===== src/rtl/mem_lsu_pkg.sv =====
// mem_lsu_pkg: shared definitions for the load/store (MEM) stage.
//   - ALU selector value for the load/store class and the memory opcodes
//   - exception codes reported on mem_exc_o
//   - FSM state type
//   - opcode classification helpers
// Optional feature macro: MEM_LSU_LLSC_EN (LL/SC become memory ops).
package mem_lsu_pkg;

    localparam logic [2:0] LS_ALUSEL = 3'b110;

    localparam logic [7:0] OP_LB  = 8'h20;
    localparam logic [7:0] OP_LH  = 8'h21;
    localparam logic [7:0] OP_LW  = 8'h23;
    localparam logic [7:0] OP_LBU = 8'h24;
    localparam logic [7:0] OP_LHU = 8'h25;
    localparam logic [7:0] OP_SB  = 8'h28;
    localparam logic [7:0] OP_SH  = 8'h29;
    localparam logic [7:0] OP_SW  = 8'h2B;
    localparam logic [7:0] OP_LL  = 8'h30;
    localparam logic [7:0] OP_SC  = 8'h38;

    localparam logic [1:0] EXC_NONE      = 2'b00;
    localparam logic [1:0] EXC_LOAD_MIS  = 2'b01;
    localparam logic [1:0] EXC_STORE_MIS = 2'b10;
    localparam logic [1:0] EXC_TIMEOUT   = 2'b11;

    typedef enum logic {IDLE = 1'b0, ACCESS = 1'b1} state_t;

    function automatic logic is_load(input logic [7:0] op);
        case (op)
            OP_LB, OP_LH, OP_LW, OP_LBU, OP_LHU: is_load = 1'b1;
`ifdef MEM_LSU_LLSC_EN
            OP_LL:                               is_load = 1'b1;
`endif
            default:                             is_load = 1'b0;
        endcase
    endfunction

    function automatic logic is_store(input logic [7:0] op);
        case (op)
            OP_SB, OP_SH, OP_SW: is_store = 1'b1;
`ifdef MEM_LSU_LLSC_EN
            OP_SC:               is_store = 1'b1;
`endif
            default:             is_store = 1'b0;
        endcase
    endfunction

    // Halfwords need addr[0]=0, words (incl. LL/SC) need addr[1:0]=0.
    function automatic logic misaligned(input logic [7:0] op, input logic [1:0] addr_lo);
        case (op)
            OP_LH, OP_LHU, OP_SH:       misaligned = addr_lo[0];
            OP_LW, OP_SW, OP_LL, OP_SC: misaligned = (addr_lo != 2'b00);
            default:                    misaligned = 1'b0;
        endcase
    endfunction

endpackage


===== src/rtl/mem_lsu_align.sv =====
// mem_lsu_align: combinational big-endian lane steering.
//   op         in  8   memory opcode
//   addr_lo    in  2   address bits [1:0]
//   store_data in  32  register value to store
//   load_data  in  32  raw RAM read word
//   sel        out 4   byte-lane enables, bit3 = bits[31:24]
//   wdata      out 32  store data replicated across all lanes
//   load_value out 32  extracted and sign/zero-extended load result
module mem_lsu_align
    import mem_lsu_pkg::*;
(
    input  logic [7:0]  op,
    input  logic [1:0]  addr_lo,
    input  logic [31:0] store_data,
    input  logic [31:0] load_data,
    output logic [3:0]  sel,
    output logic [31:0] wdata,
    output logic [31:0] load_value
);

    logic [7:0]  byte_val;
    logic [15:0] half_val;
    logic [3:0]  byte_sel;
    logic [3:0]  half_sel;

    always_comb begin
        // Byte at address offset 0 lives on the most significant lane.
        case (addr_lo)
            2'b00:   byte_val = load_data[31:24];
            2'b01:   byte_val = load_data[23:16];
            2'b10:   byte_val = load_data[15:8];
            default: byte_val = load_data[7:0];
        endcase
        half_val = addr_lo[1] ? load_data[15:0] : load_data[31:16];
        byte_sel = 4'b1000 >> addr_lo;
        half_sel = addr_lo[1] ? 4'b0011 : 4'b1100;

        sel        = 4'b1111;
        wdata      = store_data;
        load_value = load_data;
        case (op)
            OP_LB: begin
                sel        = byte_sel;
                load_value = {{24{byte_val[7]}}, byte_val};
            end
            OP_LBU: begin
                sel        = byte_sel;
                load_value = {24'h0, byte_val};
            end
            OP_LH: begin
                sel        = half_sel;
                load_value = {{16{half_val[15]}}, half_val};
            end
            OP_LHU: begin
                sel        = half_sel;
                load_value = {16'h0, half_val};
            end
            OP_SB: begin
                sel   = byte_sel;
                wdata = {4{store_data[7:0]}};
            end
            OP_SH: begin
                sel   = half_sel;
                wdata = {2{store_data[15:0]}};
            end
            default: ;
        endcase
    end

endmodule


===== src/rtl/mem_lsu_stage.sv =====
// mem_lsu_stage: multi-cycle MEM stage between EX and WB.
//   EX side : ex_valid/ex_ready accept handshake (transfer when both high),
//             ex_we/ex_waddr/ex_wdata, alusel_i, aluop_i, ram_addr_i, reg2_i
//   RAM side: ram_req_o held until the single-cycle ram_ack_i; ram_we_o,
//             ram_addr_o, ram_sel_o, ram_wdata_o stable while requesting;
//             ram_rdata_i valid with ack
//   WB side : mem_valid one-cycle pulse with mem_we/mem_waddr/mem_wdata and
//             mem_exc_o; all mem_* hold between pulses
//   llbit_clr_i / llbit_o : LL bit control and status
// Optional feature macro: MEM_LSU_LLSC_EN (LL/SC support and LL bit).
module mem_lsu_stage
    import mem_lsu_pkg::*;
#(
    parameter int ADDR_W      = 32,
    parameter int TIMEOUT_CYC = 64,
    parameter int CNT_W       = $clog2(TIMEOUT_CYC + 1)
) (
    input  logic              clk,
    input  logic              reset_n,
    input  logic              ex_valid,
    output logic              ex_ready,
    input  logic              ex_we,
    input  logic [4:0]        ex_waddr,
    input  logic [31:0]       ex_wdata,
    input  logic [2:0]        alusel_i,
    input  logic [7:0]        aluop_i,
    input  logic [ADDR_W-1:0] ram_addr_i,
    input  logic [31:0]       reg2_i,
    output logic              ram_req_o,
    output logic              ram_we_o,
    output logic [ADDR_W-1:0] ram_addr_o,
    output logic [3:0]        ram_sel_o,
    output logic [31:0]       ram_wdata_o,
    input  logic              ram_ack_i,
    input  logic [31:0]       ram_rdata_i,
    input  logic              llbit_clr_i,
    output logic              mem_valid,
    output logic              mem_we,
    output logic [4:0]        mem_waddr,
    output logic [31:0]       mem_wdata,
    output logic [1:0]        mem_exc_o,
    output logic              llbit_o
);

    state_t           state;
    logic [CNT_W-1:0] cnt;
    logic [CNT_W-1:0] cnt_inc;
    logic [7:0]       op_q;
    logic             we_q;
    logic [4:0]       waddr_q;

    logic             accept;
    logic             ld_op;
    logic             st_op;
    logic             mis_op;
    logic             sc_fail;
    logic [3:0]       req_sel;
    logic [31:0]      req_wdata;
    logic [31:0]      rsp_value;
    logic [31:0]      unused_req_load;
    logic [3:0]       unused_rsp_sel;
    logic [31:0]      unused_rsp_wdata;

    assign ex_ready = (state == IDLE);
    assign accept   = ex_valid && ex_ready;
    assign ld_op    = (alusel_i == LS_ALUSEL) && is_load(aluop_i);
    assign st_op    = (alusel_i == LS_ALUSEL) && is_store(aluop_i);
    assign mis_op   = misaligned(aluop_i, ram_addr_i[1:0]);
    assign cnt_inc  = cnt + 1'b1;

`ifdef MEM_LSU_LLSC_EN
    logic llbit_q;
    // SC without a live reservation completes locally with result 0.
    assign sc_fail = st_op && (aluop_i == OP_SC) && !llbit_q;
    assign llbit_o = llbit_q;

    // Clear request beats a simultaneous LL completion.
    always_ff @(posedge clk or negedge reset_n) begin
        if (!reset_n) begin
            llbit_q <= 1'b0;
        end else if (llbit_clr_i) begin
            llbit_q <= 1'b0;
        end else if (state == ACCESS && ram_ack_i && op_q == OP_LL) begin
            llbit_q <= 1'b1;
        end else if (state == ACCESS && ram_ack_i && op_q == OP_SC) begin
            llbit_q <= 1'b0;
        end
    end
`else
    logic unused_llbit_clr;
    assign unused_llbit_clr = llbit_clr_i;
    assign sc_fail          = 1'b0;
    assign llbit_o          = 1'b0;
`endif

    // Request build from the EX operands.
    mem_lsu_align u_req_align (
        .op         (aluop_i),
        .addr_lo    (ram_addr_i[1:0]),
        .store_data (reg2_i),
        .load_data  (32'h0),
        .sel        (req_sel),
        .wdata      (req_wdata),
        .load_value (unused_req_load)
    );

    // Response extract from the held request and the RAM read word.
    mem_lsu_align u_rsp_align (
        .op         (op_q),
        .addr_lo    (ram_addr_o[1:0]),
        .store_data (32'h0),
        .load_data  (ram_rdata_i),
        .sel        (unused_rsp_sel),
        .wdata      (unused_rsp_wdata),
        .load_value (rsp_value)
    );

    always_ff @(posedge clk or negedge reset_n) begin
        if (!reset_n) begin
            state       <= IDLE;
            cnt         <= '0;
            op_q        <= '0;
            we_q        <= 1'b0;
            waddr_q     <= '0;
            ram_req_o   <= 1'b0;
            ram_we_o    <= 1'b0;
            ram_addr_o  <= '0;
            ram_sel_o   <= '0;
            ram_wdata_o <= '0;
            mem_valid   <= 1'b0;
            mem_we      <= 1'b0;
            mem_waddr   <= '0;
            mem_wdata   <= '0;
            mem_exc_o   <= EXC_NONE;
        end else begin
            mem_valid <= 1'b0;
            case (state)
                IDLE: begin
                    if (accept) begin
                        if ((ld_op || st_op) && mis_op) begin
                            mem_valid <= 1'b1;
                            mem_we    <= 1'b0;
                            mem_waddr <= ex_waddr;
                            mem_wdata <= '0;
                            mem_exc_o <= ld_op ? EXC_LOAD_MIS : EXC_STORE_MIS;
                        end else if (sc_fail) begin
                            mem_valid <= 1'b1;
                            mem_we    <= ex_we;
                            mem_waddr <= ex_waddr;
                            mem_wdata <= '0;
                            mem_exc_o <= EXC_NONE;
                        end else if (ld_op || st_op) begin
                            state       <= ACCESS;
                            cnt         <= '0;
                            op_q        <= aluop_i;
                            we_q        <= ex_we;
                            waddr_q     <= ex_waddr;
                            ram_req_o   <= 1'b1;
                            ram_we_o    <= st_op;
                            ram_addr_o  <= ram_addr_i;
                            ram_sel_o   <= req_sel;
                            ram_wdata_o <= st_op ? req_wdata : 32'h0;
                        end else begin
                            mem_valid <= 1'b1;
                            mem_we    <= ex_we;
                            mem_waddr <= ex_waddr;
                            mem_wdata <= ex_wdata;
                            mem_exc_o <= EXC_NONE;
                        end
                    end
                end
                ACCESS: begin
                    if (ram_ack_i) begin
                        state     <= IDLE;
                        ram_req_o <= 1'b0;
                        ram_we_o  <= 1'b0;
                        mem_valid <= 1'b1;
                        mem_waddr <= waddr_q;
                        mem_exc_o <= EXC_NONE;
                        if (ram_we_o) begin
                            mem_we    <= 1'b0;
                            mem_wdata <= '0;
`ifdef MEM_LSU_LLSC_EN
                            if (op_q == OP_SC) begin
                                mem_we    <= we_q;
                                mem_wdata <= 32'd1;
                            end
`endif
                        end else begin
                            mem_we    <= we_q;
                            mem_wdata <= rsp_value;
                        end
                    end else if (cnt_inc == CNT_W'(TIMEOUT_CYC)) begin
                        state     <= IDLE;
                        ram_req_o <= 1'b0;
                        ram_we_o  <= 1'b0;
                        mem_valid <= 1'b1;
                        mem_we    <= 1'b0;
                        mem_waddr <= waddr_q;
                        mem_wdata <= '0;
                        mem_exc_o <= EXC_TIMEOUT;
                    end else begin
                        cnt <= cnt_inc;
                    end
                end
                default: state <= IDLE;
            endcase
        end
    end

endmodule


===== config.mk =====
export PLATFORM = sky130hd
export DESIGN_NAME = mem_lsu_stage
export DESIGN_NICKNAME = d
export VERILOG_FILES = /design/src/rtl/mem_lsu_pkg.sv /design/src/rtl/mem_lsu_align.sv /design/src/rtl/mem_lsu_stage.sv
export SDC_FILE = /design/constraint.sdc
export NUM_CORES = 1
export LEC_CHECK = 0
export ABC_AREA = 1
export CORE_MARGIN = 2
export CORE_UTILIZATION = 45
export DETAILED_ROUTE_END_ITERATION = 7
export GPL_TIMING_DRIVEN = 1
export PLACE_DENSITY_LB_ADDON = 0.05
export SLEW_MARGIN = 20
export SYNTH_ARGS = -nofsm -noshare
export SYNTH_HDL_FRONTEND = slang
export SYNTH_SLANG_ARGS = --single-unit

===== constraint.sdc =====
create_clock -name clk -period 3 [get_ports clk]
set_input_delay 0.75 -clock clk [delete_from_list [all_inputs] [get_ports clk]]
set_output_delay 0.75 -clock clk [all_outputs]
set_load 0.02 [all_outputs]

======== Word-level counts from Yosys, hierarchy flattened ========
Index checks and enable logic that the tools add are counted.
storage, ports and cells
  word-level logic and storage cells ...... 124
  bits of input ports ..................... 150
  register bits after elaboration ......... 133
cells by class
  shifts and indexed selects .............. 1
  bitwise logic cells ..................... 2
  eq/ne operators ......................... 25
  $add $sub $neg .......................... 1
  reduce and logical (&&, ||, !) cells .... 16
  muxes and demuxes ....................... 64
operators with widths
  kind                   count
  $mux W32               7
  $pmux W32 S2           2
  $pmux W32 S4           1
  $eq A8 B6 Y1 const B   14
  $mux W7                5
  $mux W1                25
  $mux W5                5
  $pmux W8 S3            1
  $mux W16               1
  $pmux W7 S2            1
  $mux W2                6
  $pmux W1 S2            6
  $pmux W5 S2            1
  $reduce_or A3 Y1       3
  $pmux W4 S2            1
  $reduce_and A4 Y1      2
  $add A7 B1 Y7 const B  1
  $eq A7 B7 Y1 const B   1
  $ne A2 B2 Y1 const B   3
  $ne A3 B2 Y1 const B   2
  $reduce_and A5 Y1      1
  $reduce_or A5 Y1       1
  $logic_and A1 B1 Y1    4
  $mux W4                1
  12 further kinds       14

======== Longest topological paths before layout ========
Gate-level depths: netlist (run 1).
  depth after elaboration ................. 9
  depth in mapped cells ................... 13
  depth with buffers taken out ............ 12

======== Cells and area by module ========
A second synthesis (run 1) with hierarchy kept.
unflattened totals
  cells, all modules ...................... 1401
  area, all modules ....................... 9300.2 µm²
by module, submodules not included
  module         area each (µm²)  instances  cells an instance  sequential area each (µm²)
  mem_lsu_stage  6112.1           1          765                3328.2
  mem_lsu_align  1594.0           2          318                0.0

======== Worst setup path after synthesis (run 1) ========
OpenSTA, ideal clock, no wires.
  path type ............................... input to register
  start ................................... input port aluop_i[4]
  end ..................................... register ram_addr_o[10]
  slack ................................... 0.966 ns
  arrival time ............................ 1.917 ns
  stages on the path ...................... 11
  cell sequence ........................... inv_1 > nand2_1 > nor2_2 > nand3_1 > nand3_1 > nand2_1 > a21boi_1 > nand2_1 > buf_2 > nand2_1 > nand2_1
on the way
  cells in the longest elaborated chain, start to end .. 8
  elaborated cells on any way between the ends .. 23
ends and longest elaborated chain
  item                                                         line                                        source
  start, declared                                              mem_lsu_stage.sv:26                         input logic [7:0] aluop_i,
  $eq A8 B6 Y1, on equally long branches                       --
  $reduce_or A5 Y1 / $reduce_or A3 Y1 (equally long branches)  mem_lsu_pkg.sv:30, mem_lsu_pkg.sv:40
  $mux W1, on equally long branches                            mem_lsu_pkg.sv:30, mem_lsu_pkg.sv:40
  $logic_and A1 B1 Y1, on equally long branches                mem_lsu_stage.sv:66, mem_lsu_stage.sv:67
  $logic_or A1 B1 Y1                                           mem_lsu_stage.sv:140, mem_lsu_stage.sv:152
  $logic_and A1 B1 Y1                                          mem_lsu_stage.sv:140                        if ((ld_op || st_op) && mis_op) begin
  $not A1 Y1 (no source line)                                  --
  $reduce_and A4 Y1 (no source line) *                         --
  end signal, assigned                                         mem_lsu_stage.sv:160                        ram_addr_o <= ram_addr_i;
  end, declared                                                mem_lsu_stage.sv:31                         output logic [ADDR_W-1:0] ram_addr_o,
Every way passes the cells marked *; elsewhere a longest branch is shown, timed or not.
A chain may end at the register's enable or synchronous reset.

======== Worst setup path in the final report (run 1) ========
  start ................................... input port aluop_i[1]
  end ..................................... register mem_exc_o[1]
on the way
  cells in the longest elaborated chain, start to end .. 9
  elaborated cells on any way between the ends .. 27
ends and longest elaborated chain
  item                                                         line                                        source
  $eq A8 B6 Y1, on equally long branches                       --
  $reduce_or A5 Y1 / $reduce_or A3 Y1 (equally long branches)  mem_lsu_pkg.sv:30, mem_lsu_pkg.sv:40
  $mux W1, on equally long branches                            mem_lsu_pkg.sv:30, mem_lsu_pkg.sv:40
  $logic_and A1 B1 Y1, on equally long branches                mem_lsu_stage.sv:66, mem_lsu_stage.sv:67
  $logic_or A1 B1 Y1                                           mem_lsu_stage.sv:140, mem_lsu_stage.sv:152
  $logic_and A1 B1 Y1                                          mem_lsu_stage.sv:140
  $mux W2                                                      mem_lsu_stage.sv:140
  $mux W2                                                      mem_lsu_stage.sv:139                        if (accept) begin
  $pmux W2 S2                                                  mem_lsu_stage.sv:137                        case (state)
  end signal, assigned                                         mem_lsu_stage.sv:145                        mem_exc_o <= ld_op ? EXC_LOAD_MIS : EXC_STORE_MIS;
  end, declared                                                mem_lsu_stage.sv:41                         output logic [1:0] mem_exc_o,
Several ways; a longest one is shown, not always the timed one. The select of a mux whose other input is x is not followed.

==> results list, run 1 <==
* Run status: finished, final reports clean
- Compound-Gate Fraction of Synth Area: just over 10%
- Data on the critical path is required at its endpoint by around 3300 ps.
- Row cnt: 47
- Clock insertion delay at the later pin of the skew report: roughly 420 ps
* Max Buffers Root-to-Sink: 2
* Clock-pin slew on the worst setup and hold paths: around 60 ps
- The via count of the first global-routing pass is roughly 7200.
- Slowest cell on the critical path: sky130_fd_sc_hd__clkdlybuf4s50_1
- Largest net degree at the start of global routing: ~70
* Vias: slightly below 8000
- Root Driver: sky130_fd_sc_hd__clkbuf_16
- Worst-Margin Slew: about 660 ps
- Post-synthesis sequential area ratio: ~45%
- Setup crit start kind: input port
- Number of cell instances on the worst register-to-register path: 9
* Distinct cell type count after synthesis: 35
- For this run, the top clock speed supported by timing is 401 MHz.
- Area growth, synth to finish: 47.2%
- Final setup viols: 0
- In this run the mean area of a mapped cell was 6.98 µm².
- In the final design database the tool counted 1475 nets.
- Total CTS buffers: 17
- Xor/xnor cell area share of the yosys netlist: 0%
- In the final layout, the share of cells above drive strength 1 is ~6.6%.
- In this run the register-to-register setup slack is about 840 ps.
* Floorplan core area: between 15000 and 20000 µm²
* Worst-case headroom to the max-slew limit: 56.2%
* Most Frequent Cell on Critical Path: sky130_fd_sc_hd__nand2_1
* PortBufs: 260
- Across the routed clock network, the largest skew measured is 9.84 ps.
- Mapped Cells: 1069
- Height of the chip: 133 µm
- Post-CTS repair changed the size of 0 cells.
- Overall routed net length: 22.9 mm
- # fillers: ~1400
* RePlAce Congestion: a little under 0.9
- Total nets after synthesis: ~1200
* Critical Path End Type: flop
* All-layer global routing usage: a little over a quarter
- Leakage power summed over all cells: 0.00539 µW
- Pre-Repair DR Iteration Count: 5
* Period utilisation layout: between 80% and 90%
* Detail-routed via count per cell: a little under 5
* Post-CTS Setup Bufs: 0
* Worst vdd ir: 0.445 mV
- After synthesis, the largest family of logic cells by area is simple AND/OR/NAND/NOR gates.
- Sinks on the clock net: 133
- Commonest non-fill, non-tap cells in the layout: sky130_fd_sc_hd__nand2_1 (467), sky130_fd_sc_hd__clkdlybuf4s50_1 (259), sky130_fd_sc_hd__dfrtp_1 (133)
- Once the floorplan was initialized, standard cells occupied 45.5% of the core.
* Die Span X: 133 µm
- Type of the tightest min-delay check: in2async
* Initial antenna violation count: 0
- In this run the worst path has a maximum fanout of 17.
- Global routing finished with a remaining overflow of 0.
* Die ar.: between 15000 and 20000 µm²
* Post-Place Cell Area: roughly 10000 µm²
- Max incr delay on CP: slightly above 600 ps
* Number of primary I/O pins: around 260
- CTS H-tree lvls: 4
* Final Max Tran Viols: 0
- The finished cells cover around 11000 µm².
* DP Wirelength: approximately 17 mm
- TritonCTS clock tree: built
* Drt initial violations: between 400 and 500
* # diodes: 0
- Most common cell after layout, fill and taps aside: sky130_fd_sc_hd__nand2_1
- After detailed routing, the number of remaining DRC violations is 0.
- Data on the critical path arrives at its endpoint at between 2000 and 3000 ps.
- Total standard cell area after synthesis: between 7000 and 8000 µm²
- Min Tclk post-route: approximately 2500 ps
- In this run the remaining antenna-violating nets after routing total 0.
- #FFs+latches synth: ~130
* Final sum of negative setup slack: 0 ps
* Post-synthesis share of cell area spent on and, or, nand and nor gates: 37.5%
- The Yosys step of the flow raised 0 warnings.
- Crit Path Category: in2reg
- Final hold violation count: 0
* Proportion of synthesized area in mux cells: 0%
* Crit-path cells: clkdlybuf4s50_1, inv_2, o2111ai_1, clkinv_1, nand4_1, nand2_1, nand2_1, nand2_1
- The first global-routing pass estimated 36.9 mm of wire.
- The tool flagged a number of max-cap violations equal to 0.
- For this design, the CTS-stage hold fixing added 0 buffers.
* Post-synthesis adder-cell area fraction: less than 1%
* Power density normalized to cell area: ~450 nW/µm²
* Unrepaired setup endpoints after global routing: no
- In the final routed layout, each cell accounts on average for 14.7 µm.
==> per-layer routing <==
metal | GRT usage (%) | wire (µm)
met1 | 34.0 | 9720
met2 | 41.4 | 10600
met3 | 8.51 | 2060
met4 | 8.72 | 493
met5 | 0 | 0
==> Yosys cell counts (all sizes together) <==
cell | number | area, µm²
o211ai | 10 | 75.1
nor3 | 3 | 26.3
nand3b | 2 | 15.0
nand4 | 7 | 43.8
inv | 71 | 267
o21a | 17 | 128
o221ai | 2 | 17.5
nand2 | 471 | 1780
dfrtp | 133 | 3330
clkbuf | 18 | 67.6
o21ai | 61 | 305
a21boi | 3 | 22.5
buf | 35 | 218
a21oi | 40 | 200
conb | 1 | 3.75
clkinv | 1 | 3.75
nor2 | 74 | 322
o2111ai | 1 | 8.76
o22ai | 1 | 6.26
ha | 1 | 12.5
nand3 | 117 | 613
==> report_power, final <==
part | total (µW) | internal [µW] | switching [µW] | leakage [µW]
clock network | 2200 | 1360 | 834 | 0.000297
registers | 1940 | 1890 | 51.8 | 0.00174
logic | 795 | 404 | 391 | 0.00335
==> logic make-up after synthesis <==
family / count (synthesis)
simple gates: 674
compound gates: 135
flops: 133
buf+inv: 125
fa+ha+maj: 1
other cells: 1
==> layout make-up <==
type / count / area (µm²) / area share (%)
multi-input cells: 811 / 3580 / 32.6
well taps: 220 / 275 / 2.51
clock buffers: 19 / 453 / 4.12
clock inverters: 13 / 170 / 1.55
inverters: 72 / 270 / 2.46
repair buffers: 289 / 2910 / 26.5
flip-flops and latches: 133 / 3330 / 30.3
==> flip-flops by register name, summed over array words and instances (netlist names) <==
register,cells
cnt,7
mem_exc_o,2
mem_valid,1
mem_waddr,5
mem_wdata,32
mem_we,1
op_q,8
ram_addr_o,32
ram_req_o,1
ram_sel_o,4
ram_wdata_o,32
ram_we_o,1
state,1
waddr_q,5
we_q,1
==> critical path: cells and delay by family <==
| kind | cells | cell delay [ps] |
|---|---|---|
| AOI/OAI and AO/OA | 1 | 320 |
| buffers and inverters | 3 | 1240 |
| and+or+nand+nor | 4 | 500 |
==> through the flow <==
| step | std cells | setup WS, ps | hold WS [ps] | util [%] | power [µW] |
|---|---|---|---|---|---|
| 3_3_place_gp | 1525 | 124 | 435 | 63.2 | 2760 |
| 6_report | 1557 | 507 | 311 | 67.0 | 4930 |
| 5_1_grt | 1557 | 393 | 375 | 67.0 | 5130 |
| 2_1_floorplan | 1069 | 966 | 422 | - | 2280 |
| 4_1_cts | 1557 | 550 | 339 | 67.0 | 4970 |
| 3_5_place_dp | 1525 | 147 | 451 | 63.2 | 2760 |
==> path summary, 6_finish.rpt <==
| path | startpoint | endpoint |
|---|---|---|
| max in group asynchronous | reset_n | ram_addr_o[3]$_DFFE_PN0P_ |
| min reg2reg | op_q[5]$_DFFE_PN0P_ | op_q[5]$_DFFE_PN0P_ |
| min | reset_n | cnt[2]$_DFFE_PN0P_ |
| min in group clk | op_q[5]$_DFFE_PN0P_ | op_q[5]$_DFFE_PN0P_ |
| max | aluop_i[1] | mem_exc_o[1]$_DFFE_PN0P_ |
| max reg2reg | state$_DFF_PN0_ | mem_wdata[11]$_DFFE_PN0P_ |
Note: power is estimated with default switching activity, not from simulation.
==> run 2: changes to the inputs <==
clock period = 2.5 ns   (was 3 ns; I/O delays follow)
==> run 2 against run 1 <==
Compared with the run above: core utilization up 1.6 points; sequential share of layout area fell by 0.69 points; global-route usage is 0.90 points higher; non-clock buffer count up 32; register-to-register slack worse by 460 ps; clock power grew 15%; clock skew fell by 1.9 ps; critical path type is now reg2out; largest power group unchanged; highest routed layer unchanged.
==> results list, run 2 (synthesized netlist as in run 1, its figures left out) <==
- Number of non-filler instances in the completed layout: 1588 (was 1557)
- Die Span X: 133 µm (unchanged)
- Post-route antenna net violation count: 0 (unchanged)
- Sinks on the clock net: 133 (unchanged)
- The measured slew at the worst slew-check pin came to 624 ps (was 657 ps).
* Reg-to-reg setup timing slack: 380 ps (was 840 ps)
- Overall routed net length: 23.4 mm (was 22.9 mm)
* Detail-routed via count per cell: 4.98 (was 4.96)
* First-pass GRT wire length: 38.0 mm (was 36.9 mm)
- The peak fanout along the critical path is 10 (was 17).
- The routed metal-1 wirelength was 9.71 mm (was 9.72 mm).
* Data required time of the worst path: 1880 ps (was 3320 ps)
- DR DRC count: 0 (unchanged)
- Final setup viols: 0 (unchanged)
* Count of nets after finishing: 1507 (was 1475)
- The CTS tree is built (unchanged).
- The total setup buffers inserted after CTS was 0 (unchanged).
- Final non-filler cell area: 11200 µm² (was 11000 µm²)
- The share of final-layout standard cells stronger than drive strength 1 came to 8.77% (was 6.58%).
* Initial antenna violation count: 0 (unchanged)
* Critical Path End Type: primary output (was flop)
- The initial standard-cell utilization of the core came to 45.5% (unchanged).
- The sum of met2 wire segment lengths after detailed routing was 11.0 mm (was 10.6 mm).
- Biggest registers after layout: mem_wdata (32), ram_addr_o (32), ram_wdata_o (32) (unchanged).
* Crit-path cells: inv_2, clkdlybuf4s50_1 (was clkdlybuf4s50_1, inv_2, o2111ai_1, clkinv_1, nand4_1, nand2_1, nand2_1, nand2_1)
- PortBufs: 260 (unchanged)
- The met3 wire length is 2.22 mm (was 2.06 mm).
- Origin of the critical flop-to-flop path: cnt[0]$_DFFE_PN0P_ (was state$_DFF_PN0_)
* Vias: 7912 (was 7730)
* Number of primary I/O pins: 263 (unchanged)
- The delay contributed by the slowest stage of the critical path came to 610 ps (was 620 ps).
- The maximum clock path buffer count came to 2 (unchanged).
- The logic depth of the worst path, buffers included is 2 (was 8).
* Post-Place Cell Area: 10700 µm² (was 10400 µm²)
* Period utilisation layout: ~93%
* Count of buffering cells on the critical path with inverters included: 2 (was 3)
- Data arrival time at the worst-slack endpoint: 1690 ps (was 2810 ps)
- Height of the chip: 133 µm (unchanged)
* Drt initial violations: 538 (was 471)
- The placeable core area was 16400 µm² (unchanged).
- The count of filler cells inserted in the layout is 1434 (was 1371).
- Crit Path Category: reg2out (was in2reg)
* CTS H-tree lvls: 4 (unchanged)
- The cell at the slowest stage of the critical path is sky130_fd_sc_hd__clkdlybuf4s50_1 (unchanged).
* Number of cell instances on the worst register-to-register path: 10 (was 9)
- Largest net degree at the start of global routing: 64 (was 71)
- Clock-pin slew on the worst setup and hold paths: 60 ps (about the same)
- Cell family with most CP delay: buffers and inverters (unchanged)
- The final hold violation count is 0 (unchanged).
- Row cnt: 47 (unchanged)
* Area growth, synth to finish: 50.7% (was 47.2%)
- Min Hold Slack: 199 ps (was 311 ps)
- Max Cap Violations: 0 (unchanged)
- Total CTS buffers: 17 (unchanged)
* Capturing element of the worst setup path: ex_ready (was mem_exc_o[1]$_DFFE_PN0P_)
* RePlAce Congestion: 0.922 (was 0.883)
- Post-DR wirelength/cell: 14.8 µm (was 14.7 µm)
- Most common cell after layout, fill and taps aside: sky130_fd_sc_hd__nand2_1 (unchanged)
* Uppermost signal routing layer after detailed routing: met4 (unchanged)
* Number of global-route vias before repair: 7455 (was 7190)
- All-layer global routing usage: 27.1% (was 26.2%)
- The setup TNS was 0 ps (unchanged).
- The tightest slew margin relative to the limit is 58.4% (was 56.2%).
- Post-CTS Hold Buffers: 0 (unchanged)
- Crit. Startpoint: state$_DFF_PN0_ (was aluop_i[1])
- The worst path needs ~2300 ps of the cycle, external delays included.
- Final Max Tran Viols: 0 (unchanged)
- Worst R2R End: ram_req_o$_DFFE_PN0P_ (was mem_wdata[11]$_DFFE_PN0P_)
* Die ar.: 17600 µm² (unchanged)
- Run status: finished, final reports clean (unchanged)
- Worst vdd ir: 0.493 mV (was 0.445 mV)
* Clock insertion delay at the later pin of the skew report: 430 ps (was 420 ps)
- Largest clock skew in the final design: 7.96 ps (was 9.84 ps)
* Total power: 5830 µW (was 4930 µW)
- Instance count after placement with tap cells included: 1557 (was 1525)
* Unrepaired setup endpoints after global routing: no (unchanged)
- # diodes: 0 (unchanged)
- GRT Residual Overflow: 0 (unchanged)
- Type of the tightest min-delay check: in2async (unchanged)
- Commonest non-fill, non-tap cells in the layout: sky130_fd_sc_hd__nand2_1 (467), sky130_fd_sc_hd__clkdlybuf4s50_1 (259), sky130_fd_sc_hd__dfrtp_1 (132) (was sky130_fd_sc_hd__nand2_1 (467), sky130_fd_sc_hd__clkdlybuf4s50_1 (259), sky130_fd_sc_hd__dfrtp_1 (133))
- Achievable frequency: 432 MHz
- Setup crit start kind: flop (was input port)
- The leakage power total is 0.00555 µW (was 0.00539 µW).
* Power density normalized to cell area: 519 nW/µm² (was 448 nW/µm²)
* Pre-Repair DR Iteration Count: 5 (unchanged)
* Root Driver: sky130_fd_sc_hd__clkbuf_16 (unchanged)
- The half-perimeter wire length after detailed placement came to 17.0 mm (was 16.6 mm).
==> run 2: changes by cell type in the layout (fill, tap and decap cells not counted), sizes merged <==
cell	previous run	this run
buf	30	62
bufinv	3	2
clkbuf	19	20
inv	74	73
==> run 2: report_power, final <==
group	total [µW]	switching [µW]	internal, µW
sequential	2330	66.5	2260
clock	2530	984	1540
combinational	976	475	501
==> run 2: per-layer routing <==
layer,vias to the layer above,global-route usage (%)
met5,-,0
met4,0,9.14
met3,40,9.62
met2,278,43.4
met1,3616,34.1
li1,3978,-
==> run 2: stage by stage <==
step	utilization, %	worst slack, ps
5_1_grt	68.6	126
6_report	68.6	186
3_5_place_dp	64.9	-116
4_1_cts	68.5	42.1
3_3_place_gp	64.9	-88.5
2_1_floorplan	-	591
==> run 2: how the worst min path moves through the flow <==
stage,startpoint,endpoint,slack [ps]
floorplan,reset_n,cnt[0]$_DFFE_PN0P_,330
global placement,op_q[5]$_DFFE_PN0P_,op_q[5]$_DFFE_PN0P_,430
detailed placement,op_q[5]$_DFFE_PN0P_,op_q[5]$_DFFE_PN0P_,440
CTS,reset_n,cnt[2]$_DFFE_PN0P_,220
global route,reset_n,cnt[3]$_DFFE_PN0P_,240
finish,reset_n,cnt[2]$_DFFE_PN0P_,200
==> run 2: final cells by class <==
cell class              count  area, µm²  area share (%)
clock buffers              20        467            4.15
clock inverters            11        124            1.10
inverters                  72        270            2.40
multi-input cells         811       3580            31.9
flip-flops and latches    133       3330            29.6
well taps                 220        275            2.45
repair buffers            321       3200            28.4
==> run 2: what timing repair did <==
| action | CTS | global route |
|---|---|---|
| endpoints found under the hold margin | 0 | 0 |
| setup endpoints to repair | 0 | 1 |
| gates resized for setup | 0 | 1 |
